<file path="config.mk">
export PLATFORM = sky130hd
export DESIGN_NAME = axis_rx_frame_stats
export DESIGN_NICKNAME = d
export VERILOG_FILES = /design/src/rtl/axis_rx_frame_stats.sv
export SDC_FILE = /design/constraint.sdc
export NUM_CORES = 1
export LEC_CHECK = 0
export CORE_MARGIN = 8
export CORE_UTILIZATION = 30
export DETAILED_ROUTE_END_ITERATION = 7
export PLACE_DENSITY_LB_ADDON = 0.12
export SYNTH_ARGS = -nofsm -noshare
export SYNTH_HDL_FRONTEND = slang
export SYNTH_SLANG_ARGS = --single-unit
</file>
<file path="constraint.sdc">
create_clock -name dclk -period 14.2 [get_ports dclk]
set_clock_uncertainty 0.2 [all_clocks]
set_input_delay 2.84 -clock dclk [delete_from_list [all_inputs] [get_ports dclk]]
set_output_delay 2.84 -clock dclk [all_outputs]
set_load 0.01 [all_outputs]
</file>
<file path="src/rtl/axis_rx_frame_stats.sv">
`timescale 1ns/1ps
// axis_rx_frame_stats
//
// RX-side AXI4-Stream register slice with per-frame length measurement and
// saturating frame statistics. Sits between the LMAC master stream and the
// DMA write engine in the dclk domain. Beats pass through unmodified with
// one cycle of latency; a skid entry keeps full throughput under
// backpressure.
//
// Optional feature: define AXIS_RX_FRAME_STATS_BYTECNT_EN to build the
// cnt_bytes port and its 32-bit total-byte accumulator.
//
// Ports:
//   dclk, rst                 clock and synchronous active-high reset
//   s_axis_*                  input stream (tvalid/tready/tdata/tkeep/tlast)
//   m_axis_*                  output stream (same fields)
//   stats_clr                 synchronous clear of all statistics counters
//   frame_done                one-cycle pulse after a frame's last beat
//   frame_len                 byte length of the latest frame (saturating)
//   frame_runt, frame_giant   classification of the latest frame
//   cnt_good/runt/giant       saturating frame counters (CNT_W bits)
//   cnt_bytes                 total bytes counted (optional, 32 bits)

module axis_rx_frame_stats #(
    parameter int MIN_LEN = 64,
    parameter int MAX_LEN = 1518,
    parameter int CNT_W   = 32
) (
    input  logic             dclk,
    input  logic             rst,
    input  logic             s_axis_tvalid,
    output logic             s_axis_tready,
    input  logic [63:0]      s_axis_tdata,
    input  logic [7:0]       s_axis_tkeep,
    input  logic             s_axis_tlast,
    output logic             m_axis_tvalid,
    input  logic             m_axis_tready,
    output logic [63:0]      m_axis_tdata,
    output logic [7:0]       m_axis_tkeep,
    output logic             m_axis_tlast,
    input  logic             stats_clr,
    output logic             frame_done,
    output logic [15:0]      frame_len,
    output logic             frame_runt,
    output logic             frame_giant,
    output logic [CNT_W-1:0] cnt_good,
    output logic [CNT_W-1:0] cnt_runt,
    output logic [CNT_W-1:0] cnt_giant
`ifdef AXIS_RX_FRAME_STATS_BYTECNT_EN
    ,
    output logic [31:0]      cnt_bytes
`endif
);

    localparam logic [0:0] ST_IDLE     = 1'b0;
    localparam logic [0:0] ST_IN_FRAME = 1'b1;

    localparam logic [16:0] MIN_L = 17'(MIN_LEN);
    localparam logic [16:0] MAX_L = 17'(MAX_LEN);

    // Number of valid bytes in a beat; keep is counted bit by bit so a
    // non-contiguous mask still yields a sensible byte count.
    function automatic logic [3:0] popcount8(input logic [7:0] k);
        logic [3:0] n;
        n = 4'd0;
        for (int i = 0; i < 8; i++) begin
            n = n + {3'b000, k[i]};
        end
        return n;
    endfunction

    // ------------------------------------------------------------------
    // Data path: main register feeds the output, skid catches the one
    // beat that can arrive in the cycle the output stalls.
    // ------------------------------------------------------------------
    logic        main_valid;
    logic [63:0] main_data;
    logic [7:0]  main_keep;
    logic        main_last;
    logic        skid_full;
    logic [63:0] skid_data;
    logic [7:0]  skid_keep;
    logic        skid_last;

    logic accept;
    logic main_free;

    // tready comes straight from the skid flop, so it is a registered signal
    assign s_axis_tready = !skid_full;
    assign accept        = s_axis_tvalid && !skid_full;
    assign main_free     = !main_valid || m_axis_tready;

    assign m_axis_tvalid = main_valid;
    assign m_axis_tdata  = main_data;
    assign m_axis_tkeep  = main_keep;
    assign m_axis_tlast  = main_last;

    always_ff @(posedge dclk) begin
        if (rst) begin
            main_valid <= 1'b0;
            main_data  <= '0;
            main_keep  <= '0;
            main_last  <= 1'b0;
            skid_full  <= 1'b0;
            skid_data  <= '0;
            skid_keep  <= '0;
            skid_last  <= 1'b0;
        end else if (main_free) begin
            // skid is always older than any new input, so it drains first;
            // no input can be accepted while skid is occupied
            if (skid_full) begin
                main_valid <= 1'b1;
                main_data  <= skid_data;
                main_keep  <= skid_keep;
                main_last  <= skid_last;
                skid_full  <= 1'b0;
            end else if (accept) begin
                main_valid <= 1'b1;
                main_data  <= s_axis_tdata;
                main_keep  <= s_axis_tkeep;
                main_last  <= s_axis_tlast;
            end else begin
                main_valid <= 1'b0;
            end
        end else if (accept) begin
            skid_full <= 1'b1;
            skid_data <= s_axis_tdata;
            skid_keep <= s_axis_tkeep;
            skid_last <= s_axis_tlast;
        end
    end

    // ------------------------------------------------------------------
    // Frame measurement, taken from the input side so it does not depend
    // on output backpressure.
    // ------------------------------------------------------------------
    logic [0:0]  state;
    logic [16:0] acc;
    logic [16:0] acc_base;
    logic [17:0] acc_sum;
    logic [16:0] acc_next;
    logic [15:0] len_sat;
    logic        is_runt;
    logic        is_giant;
    logic        eof;

    // A frame's first beat always starts counting from zero
    assign acc_base = (state == ST_IDLE) ? 17'd0 : acc;
    assign acc_sum  = {1'b0, acc_base} + {14'd0, popcount8(s_axis_tkeep)};
    assign acc_next = acc_sum[17] ? 17'h1FFFF : acc_sum[16:0];
    assign len_sat  = acc_next[16] ? 16'hFFFF : acc_next[15:0];
    assign is_runt  = (acc_next < MIN_L);
    assign is_giant = (acc_next > MAX_L);
    assign eof      = accept && s_axis_tlast;

    always_ff @(posedge dclk) begin
        if (rst) begin
            state       <= ST_IDLE;
            acc         <= '0;
            frame_done  <= 1'b0;
            frame_len   <= '0;
            frame_runt  <= 1'b0;
            frame_giant <= 1'b0;
        end else begin
            frame_done <= eof;
            if (accept) begin
                if (s_axis_tlast) begin
                    state       <= ST_IDLE;
                    acc         <= '0;
                    frame_len   <= len_sat;
                    frame_runt  <= is_runt;
                    frame_giant <= is_giant;
                end else begin
                    state <= ST_IN_FRAME;
                    acc   <= acc_next;
                end
            end
        end
    end

    // Statistics counters: a clear beats a coincident end of frame, and
    // every counter sticks at all-ones instead of wrapping.
    always_ff @(posedge dclk) begin
        if (rst || stats_clr) begin
            cnt_good  <= '0;
            cnt_runt  <= '0;
            cnt_giant <= '0;
        end else if (eof) begin
            if (is_runt) begin
                if (cnt_runt != '1) cnt_runt <= cnt_runt + CNT_W'(1);
            end else if (is_giant) begin
                if (cnt_giant != '1) cnt_giant <= cnt_giant + CNT_W'(1);
            end else begin
                if (cnt_good != '1) cnt_good <= cnt_good + CNT_W'(1);
            end
        end
    end

`ifdef AXIS_RX_FRAME_STATS_BYTECNT_EN
    logic [32:0] bytes_sum;

    assign bytes_sum = {1'b0, cnt_bytes} + {17'd0, len_sat};

    // Total bytes of every frame, good or bad, saturating at all-ones
    always_ff @(posedge dclk) begin
        if (rst || stats_clr) begin
            cnt_bytes <= '0;
        end else if (eof) begin
            cnt_bytes <= bytes_sum[32] ? 32'hFFFF_FFFF : bytes_sum[31:0];
        end
    end
`endif

endmodule
</file>
==> results of run 1 <==
==> stage by stage <==
step | total power [mW] | cell area [sq um] | worst slack, ps | hold WS, ps
after floorplan | 0.951 | 12900 | 6420 | 236
after global placement | 1.06 | 16000 | 5070 | 241
after detailed placement | 1.06 | 16000 | 5050 | 246
after CTS | 1.96 | 17100 | 5620 | 254
after global routing | 2.02 | 17100 | 5200 | 268
final | 1.93 | 17100 | 5560 | 252
==> worst reg2reg max path: stages, from the launching register on <==
cell and delay (ps):
dfxtp_1 300, buf_4 270, nand2_1 130, fa_1 510, fa_1 430, fa_1 450
fa_1 420, nor2b_1 230, o21ai_1 220, o31a_1 380, o21ai_4 230, and4b_1 290
nand3_1 840, or4_1 830, a21oi_1 170
==> layout make-up <==
class,count,area (sq um),share of cell area
flip-flops and latches,281,5630,0.329
well taps,546,683,0.0399
clock buffers,58,1090,0.0639
multi-input cells,1126,6780,0.396
diodes,1,2.50,0.000146
repair buffers,283,2790,0.163
clock inverters,7,67.6,0.00395
inverters,20,75.1,0.00438
==> flip-flops by register name, summed over array words and instances, names as in the netlist, 8 cells and up <==
| register | flops |
|---|---|
| cnt_good | 32 |
| skid_data | 64 |
| cnt_giant | 32 |
| skid_keep | 8 |
| m_axis_tdata | 64 |
| cnt_runt | 32 |
| acc | 17 |
| m_axis_tkeep | 8 |
| frame_len | 16 |
==> routing by layer <==
metal  share of wire  routed length (um)
met1            0.47               20300
met2            0.45               19700
met3           0.060                2610
met4           0.022                 945
met5         0.00018                   8
==> worst max-delay path by stage <==
| stage | endpoint | cells past startpoint |
|---|---|---|
| global route | cnt_runt[9] | 15 |
| floorplan | cnt_good[24] | 15 |
| finish | cnt_runt[13] | 15 |
| global placement | cnt_runt[18] | 15 |
| CTS | cnt_runt[13] | 15 |
| detailed placement | cnt_runt[13] | 15 |
==> kinds of logic (layout without fill, tap and decap cells) <==
group                      Yosys count  in the layout  synth area share
and+or+nand+nor                    640            640             0.239
AOI/OAI and AO/OA                  362            362             0.182
DFF                                281            281             0.435
buffers and inverters              146            368            0.0442
muxes                               97             97            0.0752
adders and majority gates           14             14            0.0164
xor gates and xnor gates            13             13           0.00879
other                                0              1                 0
==> cell usage after synthesis (23+ instances only) <==
library cell | count | area, sq um
a21oi_1 | 142 | 711
a211oi_1 | 97 | 728
o31ai_1 | 41 | 308
clkbuf_1 | 99 | 372
nor2_1 | 140 | 526
nand3_1 | 53 | 265
nand2_1 | 232 | 871
nand4_1 | 36 | 225
or4_1 | 36 | 270
or3_1 | 48 | 300
mux2i_1 | 95 | 951
and3_1 | 23 | 144
nor3_1 | 23 | 115
dfxtp_1 | 281 | 5630
==> power by group <==
part           total [mW]  leakage [nW]  internal (mW)  switching (mW)
Combinational       0.204          2.70         0.0925           0.111
Sequential          0.833          2.29          0.817          0.0160
Clock               0.890         0.569          0.531           0.359
==> summary.md, run 1 <==
| Metric | Value |
|---|---|
| Initial antenna violation count | `2` |
| Met2 Use GR | `0.265` |
| Routed Antenna Nets | `0` |
| Area growth, synth to finish | `32.2%` |
| Fin util | `0.400` |
| Min-Delay Startpoint | `skid_data[29]` |
| Grt ovf | `0` |
| HPWL after DPL | `29000 um` |
| Setup Viol. Count Final | `0` |
| Cells along the critical path | `clkdlybuf4s50_1, fa_1, inv_1, fa_1, fa_1, fa_1, fa_1, nor2b_1, o21ai_1, o31a_1, o21ai_4, and4b_1, nand3_1, or4_1, a21oi_1` |
| Starting Density | `0.303` |
| Crit. End Element | `flop` |
| FF-to-FF Start | `state` |
| Worst Reg-to-Reg Cells | `14` |
| Met3 Use GR | `0.0413` |
| First-pass GRT wire length | `68800 um` |
| Total Wirelength | `43500 um` |
| CTS root buffer | `clkbuf_16` |
| Commonest non-fill, non-tap cell in the layout | `dfxtp_1` |
| Worst r2r dst | `cnt_runt[13]` |
| Post-CTS resize count | `0` |
| Slew headroom | `0.190` |
| CTS H-tree lvls | `2` |
| Post-Synthesis Cells | `1553` |
| Flops & latches, synth | `281` |
| Die Area | `50100 sq um` |
| Max Root-Sink Buffers | `3` |
| Arr. time, crit path | `8900 ps` |
| Worst stage delay on the critical path | `840 ps` |
| Cts hold-fix bufs | `0` |
| Avg Cell Area, Syn | `8.34 sq um` |
| Number of max-cap violations | `0` |
| Yosys cell types | `60` |
| Die W | `224 um` |
| Number of synthesized flops with an enable pin | `0` |
| CP most frequent cell | `fa_1` |
| Final #Nets | `1840` |
| Register area share after synthesis | `0.435` |
| Worst path slowest cell | `nand3_1` |
| Leakage | `5.56 nW` |
| Row cnt | `76` |
| DRC | `0` |
| Top FF cell, synth | `dfxtp_1` |
| Initial DRT Pass Iterations | `5` |
| Mapped Nets | `1645` |
| DR vias | `12.1k` |
| Die Y | `224 um` |
| Hold worst-path end | `skid_data[29]` |
| Setup bufs post-CTS | `0` |
| Total Routing Usage GR | `0.169` |
| RSZ-0062 raised after global routing | `no` |
| Crit path from | `s_axis_tkeep[1]` |
| Cts bufs inserted | `36` |
| Most frequent cells in the layout | `dfxtp_1 (280), clkdlybuf4s50_1 (265), nand2_1 (231), a21oi_1 (142), nor2_1 (137)` |
| Placer's final routability congestion estimate | `0.807` |
| Hold WC Path Type | `reg2reg` |
| FFs w/ async S/R, synth | `0` |
| DRT iter0 DRCs | `751` |
| Max Slew Vio Count | `0` |
| Final min period | `8640 ps` |
| Top Family by Delay on Critical Path | `adder cells` |
| Largest net degree at the start of global routing | `93` |
| Register-to-register setup slack | `8260 ps` |
| Final TNS setup | `0 ps` |
| M1 GR Usage | `0.227` |
| Layout cells sized above 1 | `0.0518` |
| PortBufs | `267` |
| Max Clock Freq | `116 MHz` |
| Critical Path RT | `14460 ps` |
| Core area | `42800 sq um` |
| Post-Layout Cell Count | `2322` |
| Max FO, Critical Path | `34` |
| Kind of critical path | `in2reg` |
| Synth warn | `0` |
| Worst skew pair latency | `550 ps` |
| Fin. Hold Viols | `0` |
| Outcome | `complete, no violations` |
| CP Buf/Inv Count | `2` |
| Least-Margin Pin Slew | `1210 ps` |
| Sink Count | `281` |
| Clock transition at path regs | `50 ps` |
| DR vias/cell | `5.21` |
| Filler cells | `4373` |
| Cell area after synthesis | `12900 sq um` |
| Hold path cells | `2` |
| Clock tree from TritonCTS | `built` |
| Most Crowded Layer GR | `met2` |
| Vias in the first global route | `11.5k` |
| Power per cell area | `113 nW/um^2` |
| Inst Count DP | `2256` |
| Routed len/inst | `18.8 um` |
| Critical Path Start Type | `input pin` |
| VDD IR max | `0.0761 mV` |
| IO Count | `268` |
| Final period utilization | `0.609` |
Power figures use the tool's default switching activity.
==> run 2: changes to the inputs <==
==> constraint.sdc (replaced) <==
create_clock -name dclk -period 7.44 [get_ports dclk]
set_clock_uncertainty 0.2 [all_clocks]
set_input_delay 1.488 -clock dclk [delete_from_list [all_inputs] [get_ports dclk]]
set_output_delay 1.488 -clock dclk [all_outputs]
set_load 0.01 [all_outputs]
==> run 2 against run 1 <==
Net effect: setup slack worse by 4900 ps; combinational power up 92%; sequential share of layout area down 0.20 points; via count up 0.20%; utilization up 0.25 points; clock-buffer cell count unchanged; hold slack better by 1.2 ps; critical path depth unchanged; clock power up 93%; critical path type unchanged; sequential power up 91%; largest power group unchanged.
==> summary.md, run 2 (synthesized netlist as in run 1, its figures left out) <==
| Metric | Value |
|---|---|
| Outcome | `complete, no violations` |
| Total chip power | `3.70 mW` |
| Crit. End Element | `flop` |
| Placer's final routability congestion estimate | `0.836` |
| Register-to-register setup slack | `1980 ps` |
| Slew headroom | `0.247` |
| Setup ws final | `643 ps` |
| CTS H-tree lvls | `2` |
| Leakage | `5.63 nW` |
| HPWL after DPL | `29500 um` |
| Max Slew Vio Count | `0` |
| Post-route design area | `17200 sq um` |
| Kind of critical path | `in2reg` |
| Hold WC Path Type | `reg2reg` |
| Power per cell area | `215 nW/um^2` |
| Core area | `42800 sq um` |
| Worst skew pair latency | `540 ps` |
| Post-CTS resize count | `0` |
| Inst Count DP | `2267` |
| Starting Density | `0.303` |
| Most frequent cells in the layout | `dfxtp_1 (280), clkdlybuf4s50_1 (265), nand2_1 (231), a21oi_1 (142), nor2_1 (137)` |
| Routed len/inst | `18.9 um` |
| Final TNS setup | `0 ps` |
| Sink Count | `281` |
| Critical Path RT | `7690 ps` |
| Final #Nets | `1850` |
| Initial DRT Pass Iterations | `5` |
| Sequential Power Share | `0.429` |
| DR vias | `12.1k` |
| Comb pwr share | `0.106` |
| Clock transition at path regs | `60 ps` |
| Grt ovf | `0` |
| Routed Antenna Nets | `0` |
| Number of max-cap violations | `0` |
| Setup bufs post-CTS | `0` |
| Power share of the clock group | `0.465` |
| CTS root buffer | `clkbuf_16` |
| DR vias/cell | `5.21` |
| Worst slack, placed | `101 ps` |
| RSZ-0062 raised after global routing | `no` |
| Max Clock Freq | `147 MHz` |
| Inserted Diodes | `0` |
| Arr. time, crit path | `7050 ps` |
| IO Count | `268` |
| Max FO, Critical Path | `57` |
| Least-Margin Pin Slew | `1130 ps` |
| DP Area | `16100 sq um` |
| Die Area | `50100 sq um` |
| Setup Viol. Count Final | `0` |
| Post-Layout Cell Count | `2329` |
| Commonest non-fill, non-tap cell in the layout | `dfxtp_1` |
| DRT iter0 DRCs | `693` |
| Layout cells sized above 1 | `0.0572` |
| VDD IR max | `0.119 mV` |
| Cts hold-fix bufs | `0` |
| Total Wirelength | `43900 um` |
| Switching part of the total power | `0.245` |
| Largest net degree at the start of global routing | `85` |
| Final min period | `6800 ps` |
| Area growth, synth to finish | `33.1%` |
| First-pass GRT wire length | `68600 um` |
| Total Routing Usage GR | `0.169` |
| Cell internal pwr | `2.79 mW` |
| DRC | `0` |
| Row cnt | `76` |
| Fin. Hold Viols | `0` |
| Initial antenna violation count | `1` |
| Cts bufs inserted | `35` |
| Vias in the first global route | `11.4k` |
| Fin util | `0.403` |
| Clock tree from TritonCTS | `built` |
| Die W | `224 um` |
| Max Root-Sink Buffers | `3` |
| Hold slack | `253 ps` |
| Critical Path Start Type | `input pin` |
| PortBufs | `267` |
| Die Y | `224 um` |
| Final period utilization | `0.914` |
| Sw Pwr | `907 uW` |
-- run 2: worst paths after layout --
check,endpoint,start,depth (start not counted)
setup / recovery,cnt_good[12],s_axis_tkeep[0],15
hold reg to reg,skid_keep[2],skid_keep[2],2
hold / removal,skid_keep[2],skid_keep[2],2
setup reg to reg,cnt_good[12],state,14
-- run 2: power by group through the flow --
stage | clock network [mW] | registers (mW) | logic [mW]
2_1_floorplan | 0 | 1.63 | 0.180
3_3_place_gp | 0 | 1.62 | 0.394
3_5_place_dp | 0 | 1.62 | 0.396
4_1_cts | 1.78 | 1.59 | 0.397
5_1_grt | 1.84 | 1.59 | 0.431
6_report | 1.72 | 1.59 | 0.392
-- run 2: critical path, cell delays in order --
cell and delay, ps:
clkdlybuf4s50_1 470, fa_1 550, inv_1 50, fa_1 510, fa_1 430, fa_1 450
fa_1 420, nor2b_1 220, o21ai_1 220, o31a_1 380, o21ai_4 250, nand4b_4 180
or3_4 670, or4_1 570, a21oi_1 160
-- run 2: metal layers --
metal / vias up / track usage / routed length, um
li1: 6064 / - / -
met1: 5722 / 0.226 / 20600
met2: 271 / 0.264 / 19600
met3: 64 / 0.0429 / 2640
met4: 2 / 0.0546 / 1010
met5: - / 0 / 11
-- run 2: cell type report --
class | instances | area, sq um
well taps | 546 | 683
flip-flops and latches | 281 | 5630
clock inverters | 4 | 60.1
repair buffers | 294 | 2880
clock buffers | 58 | 1110
fillers | 4286 | 25600
inverters | 20 | 75.1
multi-input cells | 1126 | 6780
==> run 3: changes to the inputs <==
--- a/config.mk
+++ b/config.mk
@@ -5,8 +5,10 @@
 export SDC_FILE = /design/constraint.sdc
 export NUM_CORES = 1
 export LEC_CHECK = 0
+export CELL_PAD_IN_SITES_DETAIL_PLACEMENT = 0
+export CELL_PAD_IN_SITES_GLOBAL_PLACEMENT = 2
 export CORE_MARGIN = 8
-export CORE_UTILIZATION = 30
+export CORE_UTILIZATION = 27
 export DETAILED_ROUTE_END_ITERATION = 7
 export PLACE_DENSITY_LB_ADDON = 0.12
 export SYNTH_ARGS = -nofsm -noshare
==> run 3 against run 2 <==
Net effect: power grew 2.5%; clock power grew 5%; setup slack gained 18 ps; final cell count grew 3.9%; final area grew 1.7%; highest routed layer is now met4.
==> summary.md, run 3 (synthesized netlist as in run 1, its figures left out) <==
| Metric | Value |
|---|---|
| Outcome | `complete, no violations` |
| Max Root-Sink Buffers | `3` |
| Top Family by Delay on Critical Path | `adder cells` |
| Cts hold-fix bufs | `0` |
| Commonest non-fill, non-tap cell in the layout | `dfxtp_1` |
| Filler cells | `4885` |
| Setup bufs post-CTS | `0` |
| Worst path slowest cell | `or3_4` |
| Row cnt | `80` |
| Kind of critical path | `in2reg` |
| Fin. Hold Viols | `0` |
| First-pass GRT wire length | `72800 um` |
| Max Clock Freq | `148 MHz` |
| Area growth, synth to finish | `35.3%` |
| Cts bufs inserted | `36` |
| DR vias/cell | `5.03` |
| RSZ-0062 raised after global routing | `no` |
| Max FO, Critical Path | `55` |
| Initial DRT Pass Iterations | `5` |
| Critical Path RT | `7700 ps` |
| Final period utilization | `0.911` |
| Slew headroom | `0.251` |
| VDD IR max | `0.114 mV` |
| Final TNS setup | `0 ps` |
| Die Area | `55200 sq um` |
| Routed Antenna Nets | `0` |
| Hold slack | `253 ps` |
| Layout cells sized above 1 | `0.0676` |
| Max Slew Vio Count | `0` |
| Vias in the first global route | `11.5k` |
| CTS H-tree lvls | `2` |
| Largest net degree at the start of global routing | `157` |
| DRT iter0 DRCs | `700` |
| Grt ovf | `0` |
| Most frequent cells in the layout | `dfxtp_1 (280), clkdlybuf4s50_1 (266), nand2_1 (231), a21oi_1 (142), nor2_1 (137)` |
| DR vias | `12.2k` |
| Post-route design area | `17500 sq um` |
| Sink Count | `281` |
| Power per cell area | `216 nW/um^2` |
| Multi-input gate area | `6780 sq um` |
| Leakage | `5.74 nW` |
| IO Count | `268` |
| Final #Nets | `1868` |
| Initial antenna violation count | `1` |
| Core area | `47500 sq um` |
| Least-Margin Pin Slew | `1120 ps` |
| Cells along the critical path | `clkdlybuf4s50_1, fa_1, inv_1, fa_1, fa_1, fa_1, fa_1, nor2b_1, o22ai_1, xnor2_1, or4bb_1, o2111a_1, or3_4, buf_4, or3_1, a21oi_1` |
| Reg area | `5630 sq um` |
| CP most frequent cell | `fa_1` |
| Worst skew pair latency | `550 ps` |
| Hold WC Path Type | `reg2reg` |
| Final min period | `6780 ps` |
| Total Routing Usage GR | `0.163` |
| Placer's final routability congestion estimate | `0.789` |
| DP Area | `16300 sq um` |
| Clock transition at path regs | `60 ps` |
| Crit. End Element | `flop` |
| Arr. time, crit path | `7040 ps` |
| Fin util | `0.368` |
| CP Buf/Inv Count | `3` |
| Critical Path Start Type | `input pin` |
| Clock tree from TritonCTS | `built` |
| DRC | `0` |
| Total chip power | `3.79 mW` |
| Total Wirelength | `47100 um` |
| HPWL after DPL | `31400 um` |
| Worst stage delay on the critical path | `610 ps` |
| CTS root buffer | `clkbuf_16` |
| Setup Viol. Count Final | `0` |
| Number of max-cap violations | `0` |
| Die W | `235 um` |
| PortBufs | `267` |
| Die Y | `235 um` |
| Routed len/inst | `19.4 um` |
| Post-CTS resize count | `0` |
| Starting Density | `0.272` |
-- run 3: stage by stage --
| stage | setup WS, ps | std cells |
|---|---|---|
| detailed placement | 102 | 2353 |
| floorplan | 1010 | 1553 |
| finish | 661 | 2420 |
| global placement | 110 | 2353 |
| CTS | 670 | 2419 |
| global route | 378 | 2419 |
-- run 3: worst paths after layout --
kind	slack [ps]	startpoint	to	cells after the start
setup / recovery	660	s_axis_tkeep[0]	cnt_good[0]	16
hold / removal	250	skid_data[47]	skid_data[47]	2
setup reg to reg	2010	state	cnt_good[0]	15
hold reg to reg	250	skid_data[47]	skid_data[47]	2
-- run 3: worst min-delay path: stages (launching register included) --
cell and delay, ps:
dfxtp_1 310, nand2_1 50, a21oi_1 50
-- run 3: area by class of cell --
class | instances | share of cell area
Clock buffer | 57 | 0.0628
Multi-Input combinational cell | 1126 | 0.387
Inverter | 20 | 0.00429
Sequential cell | 281 | 0.321
Timing Repair Buffer | 311 | 0.173
Antenna cell | 1 | 0.000143
Tap cell | 615 | 0.0439
Clock inverter | 9 | 0.00715
-- run 3: layer usage --
layer / GRT usage / share of wire / wire length (um)
met2: 0.262 / 0.45 / 21400
met3: 0.0355 / 0.047 / 2200
met5: 0 / 0 / 0
met4: 0.0428 / 0.017 / 797
met1: 0.220 / 0.48 / 22700
-- run 3: where the power goes --
part,switching [mW],leakage (nW),internal [mW]
clock,0.706,0.606,1.09
sequential,0.0293,2.29,1.56
combinational,0.219,2.85,0.185
